===== src/rtl/mem_port_arbiter.sv =====
// mem_port_arbiter
//   Shares one synchronous instruction/data memory port between the multi-cycle
//   CPU and a debug/program-loader port. It uses a req/gnt handshake and allows
//   one outstanding read at a time. The CPU has fixed priority. After STARVE_MAX
//   consecutive refused cycles, the debug port wins arbitration instead.
//
//   Parameters: ADDR_W, DATA_W, RD_LAT (1..4, mem_en cycle to mem_rdata valid),
//               STARVE_MAX (1..15).
//   Ports:
//     CLK, Reset                 clock (rising edge), synchronous active-high reset
//     cpu_req/we/addr/wdata      CPU request       -> cpu_gnt, cpu_rvalid, cpu_rdata
//     dbg_req/we/addr/wdata      debug request     -> dbg_gnt, dbg_rvalid, dbg_rdata
//     mem_en/we/addr/wdata       memory request, driven combinationally in grant cycles
//     mem_rdata                  memory read data
//     busy                       a read is outstanding
//   Optional macro MEM_ARB_PERF_EN adds the 16-bit saturating counters
//     perf_cpu_grants, perf_dbg_grants and perf_conflicts.
module mem_port_arbiter #(
    parameter int ADDR_W     = 16,
    parameter int DATA_W     = 16,
    parameter int RD_LAT     = 1,
    parameter int STARVE_MAX = 4
) (
    input  logic              CLK,
    input  logic              Reset,
    input  logic              cpu_req,
    input  logic              cpu_we,
    input  logic [ADDR_W-1:0] cpu_addr,
    input  logic [DATA_W-1:0] cpu_wdata,
    output logic              cpu_gnt,
    output logic              cpu_rvalid,
    output logic [DATA_W-1:0] cpu_rdata,
    input  logic              dbg_req,
    input  logic              dbg_we,
    input  logic [ADDR_W-1:0] dbg_addr,
    input  logic [DATA_W-1:0] dbg_wdata,
    output logic              dbg_gnt,
    output logic              dbg_rvalid,
    output logic [DATA_W-1:0] dbg_rdata,
    output logic              mem_en,
    output logic              mem_we,
    output logic [ADDR_W-1:0] mem_addr,
    output logic [DATA_W-1:0] mem_wdata,
    input  logic [DATA_W-1:0] mem_rdata,
    output logic              busy
`ifdef MEM_ARB_PERF_EN
    ,
    output logic [15:0]       perf_cpu_grants,
    output logic [15:0]       perf_dbg_grants,
    output logic [15:0]       perf_conflicts
`endif
);

    typedef enum logic {IDLE, RD_WAIT} state_t;

    localparam logic [2:0] LAT_END    = 3'(RD_LAT);
    localparam logic [3:0] STARVE_TOP = 4'(STARVE_MAX);

    state_t            state;
    logic [2:0]        lat_cnt;
    logic [3:0]        starve_cnt;
    logic              owner_dbg;
    logic [ADDR_W-1:0] addr_q;
    logic [DATA_W-1:0] wdata_q;
    logic [DATA_W-1:0] cpu_rdata_q;
    logic [DATA_W-1:0] dbg_rdata_q;

    logic resp;
    logic can_grant;
    logic dbg_wins;

    // The response cycle is qualified by !Reset. A read that is in flight when
    // Reset arrives therefore never produces an rvalid.
    assign resp      = (state == RD_WAIT) && (lat_cnt == LAT_END) && !Reset;
    assign can_grant = !Reset && ((state == IDLE) || resp);
    assign dbg_wins  = dbg_req && (!cpu_req || (starve_cnt == STARVE_TOP));
    assign cpu_gnt   = can_grant && cpu_req && !dbg_wins;
    assign dbg_gnt   = can_grant && dbg_wins;
    assign mem_en    = cpu_gnt || dbg_gnt;
    assign busy      = (state == RD_WAIT);

    // Address and write data keep their last granted value outside grant cycles.
    always_comb begin
        mem_we    = 1'b0;
        mem_addr  = addr_q;
        mem_wdata = wdata_q;
        if (dbg_gnt) begin
            mem_we    = dbg_we;
            mem_addr  = dbg_addr;
            mem_wdata = dbg_wdata;
        end else if (cpu_gnt) begin
            mem_we    = cpu_we;
            mem_addr  = cpu_addr;
            mem_wdata = cpu_wdata;
        end
    end

    assign cpu_rvalid = resp && !owner_dbg;
    assign dbg_rvalid = resp && owner_dbg;
    assign cpu_rdata  = cpu_rvalid ? mem_rdata : cpu_rdata_q;
    assign dbg_rdata  = dbg_rvalid ? mem_rdata : dbg_rdata_q;

    always_ff @(posedge CLK) begin
        if (Reset) begin
            state       <= IDLE;
            lat_cnt     <= '0;
            starve_cnt  <= '0;
            owner_dbg   <= 1'b0;
            addr_q      <= '0;
            wdata_q     <= '0;
            cpu_rdata_q <= '0;
            dbg_rdata_q <= '0;
        end else begin
            if (dbg_gnt || !dbg_req)
                starve_cnt <= '0;
            else if (starve_cnt != STARVE_TOP)
                starve_cnt <= starve_cnt + 4'd1;

            if (mem_en) begin
                addr_q  <= mem_addr;
                wdata_q <= mem_wdata;
            end
            if (cpu_rvalid) cpu_rdata_q <= mem_rdata;
            if (dbg_rvalid) dbg_rdata_q <= mem_rdata;

            // A read granted in the response cycle restarts the count at 1.
            if (mem_en && !mem_we) begin
                state     <= RD_WAIT;
                lat_cnt   <= 3'd1;
                owner_dbg <= dbg_gnt;
            end else if (resp) begin
                state   <= IDLE;
                lat_cnt <= '0;
            end else if (state == RD_WAIT) begin
                lat_cnt <= lat_cnt + 3'd1;
            end
        end
    end

`ifdef MEM_ARB_PERF_EN
    always_ff @(posedge CLK) begin
        if (Reset) begin
            perf_cpu_grants <= '0;
            perf_dbg_grants <= '0;
            perf_conflicts  <= '0;
        end else begin
            if (cpu_gnt && (perf_cpu_grants != '1))
                perf_cpu_grants <= perf_cpu_grants + 16'd1;
            if (dbg_gnt && (perf_dbg_grants != '1))
                perf_dbg_grants <= perf_dbg_grants + 16'd1;
            if (cpu_req && dbg_req && can_grant && (perf_conflicts != '1))
                perf_conflicts <= perf_conflicts + 16'd1;
        end
    end
`endif

endmodule


===== config.mk =====
export PLATFORM = sky130hd
export DESIGN_NAME = mem_port_arbiter
export DESIGN_NICKNAME = d
export VERILOG_FILES = /design/src/rtl/mem_port_arbiter.sv
export SDC_FILE = /design/constraint.sdc
export NUM_CORES = 1
export LEC_CHECK = 0
export ABC_AREA = 1
export BUFFER_PORTS_ARGS = -buffer_cell sky130_fd_sc_hd__buf_2
export CAP_MARGIN = 20
export CORE_AREA = 5 5 137 74
export DETAILED_ROUTE_END_ITERATION = 8
export DIE_AREA = 0 0 142 79
export PLACE_DENSITY = 0.83
export SKIP_LAST_GASP = 1
export SLEW_MARGIN = 30
export SYNTH_ARGS = -nofsm -noshare
export SYNTH_HDL_FRONTEND = slang
export SYNTH_SLANG_ARGS = --single-unit

===== constraint.sdc =====
create_clock -name CLK -period 2 [get_ports CLK]
set_input_delay 0 -clock CLK [delete_from_list [all_inputs] [get_ports CLK]]
set_output_delay 0 -clock CLK [all_outputs]
set_load 0.005 [all_outputs]

==> results.md <==
* Clock Sinks at 73
* Post-synthesis sequential area ratio at 38.3%
* Gp weighted congestion at 0.831
* Final nets at 810
* Ys Warns at 0
* Net Sw Frac at 26.5%
* Die area at 0.0112 mm²
* Avg Synthesized Cell Area at 7.61 µm²
* Total Routing Usage GR at 21.7%
* Tmin final at 1.94 ns
* Final instance area at 0.00583 mm²
* Num ports at 157
* Power share of the clock group at 38.5%
* IO buf count at 156
* Sequential power share at 40.9%
* DRC Markers at 0
* Drt initial violations at 232
* Syn_nets at 591
* Layout cell share with drive strength beyond 1 at 38.9%
* Main area contributors after synthesis: dfxtp_1 38%, nand2_1 14%, a211oi_2 9.2%
* DP Wirelength at 7260 µm
* RR Endpoint: wdata_q[6]$_SDFFE_PP0P_
* Worst Hold Depth at 5
* R2R setup slack at 0.28 ns
* Peak supply drop at 480 µV
* Max_slew headroom at 66.8%
* Number of synthesized flops with an enable pin at 0
* Netlist Area Pre-Place at 0.00381 mm²
* Max cap viols at 0
* Total design power at 3.79 mW
* CTS tree: yes
* Via-to-Cell Ratio at 5.00
* Comb power frac at 20.6%
* Clock skew at 0.00452 ns
* Reg2Reg Launch Point: lat_cnt[1]$_SDFFE_PP0P_
* Starting Density at 42.6%
* DR WL/cell at 16.0 µm
* WP data required at 2.00 ns
* Final Slew Violations at 0
* Pwr/cell area at 650 mW/mm²
* Final core utilization at 65.1%
* Synth Flop Type: dfxtp_1
* GRT overflow at 0
* Count leader, synth: nand2_1
* Area leader, netlist: dfxtp_1
* Pin count of the biggest net entering global routing at 50
* Setup CP Type: reg2out
* Area growth syn-to-layout at 52.8%
* Final setup vio count at 0
* Via count at 4221
* Fin crit share at 96.9%
* Skew-Pair Late Insertion Delay at 0.32 ns
* Antenna viol nets, final at 0
* First-pass GRT wire length at 19600 µm
* Crit-path max FO at 19
* Worst Setup End Kind: output port
* Min-Delay Path Class: in2reg
* RSZ-0062 raised after global routing: yes
* Worst reg-to-reg path cell count at 10
* CTS Buf Count at 9
* Die W at 142 µm
* Hold_ws at 0.0168 ns
* Asr flop ratio synth at 0%
* CTS root buffer: clkbuf_16
* Slew @ Worst Pin at 0.498 ns
* Top cells by count, synth: 143 x nand2_1, 78 x inv_1, 73 x dfxtp_1
* Initial antenna violation count at 1
* Switching pwr at 1.01 mW
* Synth unique cells at 26
* Final WL at 13500 µm
* Power Internal at 2.78 mW
* Layout Cells excl Fill at 845
* Area share of the largest cell type after synthesis at 38.3%
* Pre-antenna DRT Iters at 5
* Fin. Hold Viols at 0
* #FFs+latches synth at 73
* H-Tree Depth at 3
* Die Height at 79 µm
* Hold EP: wdata_q[1]$_SDFFE_PP0P_
* Hold Crit Start: dbg_wdata[1]
* Core Box Area at 0.00895 mm²
* CP Launch Point: lat_cnt[1]$_SDFFE_PP0P_
* Row count at 25
* Post-Synthesis Cells at 501
* CTS Buffer Depth at 2
* Maximum clock rate at 516 MHz
* Number of global-route vias before repair at 4164
* Worst EP arrival at 1.94 ns
* P_leak at 3.17 nW
* Outcome: finished clean
* DP Cell Count at 758
* Clk pin slew, worst setup/hold paths at 0.06 ns
* DP Area at 0.00466 mm²
* Critical path startpoint category: flop
-- state kept, by name, indices dropped and copies added (netlist names) --
register,count
addr_q,16
busy,1
cpu_rdata_q,16
dbg_rdata_q,16
lat_cnt,3
owner_dbg,1
starve_cnt,4
wdata_q,16
-- power by group through the flow --
stage / clock [mW] / combinational (mW) / sequential [mW]
global placement: 0 / 0.566 / 1.57
detailed placement: 0 / 0.583 / 1.58
global route: 1.56 / 0.846 / 1.56
CTS: 1.48 / 0.682 / 1.55
finish: 1.46 / 0.780 / 1.55
floorplan: 0 / 0.343 / 1.57
-- timing repair --
item / 4_1_cts / 5_1_grt
cloned: 0 / 7
buffers inserted: 0 / 3
setup endpoints to repair: 32 / 66
pin swaps: 0 / 4
hold buffers: 62 / 0
gates resized for setup: 2 / 26
hold endpoints to repair: 37 / 0
-- cell type report --
cell class | count | area, µm²
diodes | 1 | 2.50
clock buffers | 14 | 264
fillers | 702 | 3120
inverters | 94 | 374
multi-input cells | 308 | 1880
flip-flops and latches | 73 | 1470
well taps | 121 | 151
repair buffers | 233 | 1670
repair inverters | 1 | 11.3
-- kinds of logic after synthesis --
| logic type | count (synthesis) | share of synthesized area (%) |
|---|---|---|
| and+or+nand+nor | 224 | 29.5 |
| xor gates and xnor gates | 1 | 0.230 |
| DFF | 73 | 38.3 |
| adders and majority gates | 4 | 1.31 |
| buffers and inverters | 120 | 14.1 |
| AOI/OAI and AO/OA | 79 | 16.5 |
-- layout by cell type (no fill, tap or decap), drive strengths merged, types with 4 or more instances in the layout --
| cell | n |
|---|---|
| a211oi | 32 |
| a21oi | 43 |
| buf | 166 |
| clkbuf | 19 |
| dfxtp | 73 |
| dlygate4sd3 | 62 |
| ha | 4 |
| inv | 94 |
| nand2 | 144 |
| nand3 | 42 |
| nor2 | 6 |
| or2 | 32 |
-- routing by layer --
layer,wire length (µm),vias up,GRT usage [%],share of wire [%]
li1,-,1994,-,-
met3,767,60,5.29,5.7
met2,6890,189,39.3,51
met5,0,-,0,0
met1,5240,1978,23.6,39
met4,611,0,11.4,4.5
-- worst max-delay path: stages, from the launching register on --
cell	delay [ns]
dfxtp_2	0.32
inv_1	0.05
ha_1	0.14
nand2_2	0.11
a21oi_4	0.30
o21ai_4	0.14
buf_12	0.18
nand2_1	0.11
nand3_2	0.11
buf_2	0.15
-- metrics by stage --
step,worst slack [ns],setup TNS (ns)
after floorplan,0.506,0
after global placement,0.257,0
after detailed placement,0.160,0
after CTS,-0.0105,-0.0451
after global routing,-0.0405,-0.395
final,0.0622,0
-- worst max-delay path by stage --
stage / to / slack, ns / depth (start not counted)
4_1_cts: mem_addr[13] / -0.01 / 8
6_report: mem_wdata[6] / 0.06 / 9
2_1_floorplan: wdata_q[0]$_SDFFE_PP0P_ / 0.51 / 12
5_1_grt: mem_addr[11] / -0.04 / 11
3_3_place_gp: addr_q[7]$_SDFFE_PP0P_ / 0.26 / 10
3_5_place_dp: addr_q[9]$_SDFFE_PP0P_ / 0.16 / 10
(Power assumes the default switching activity.)
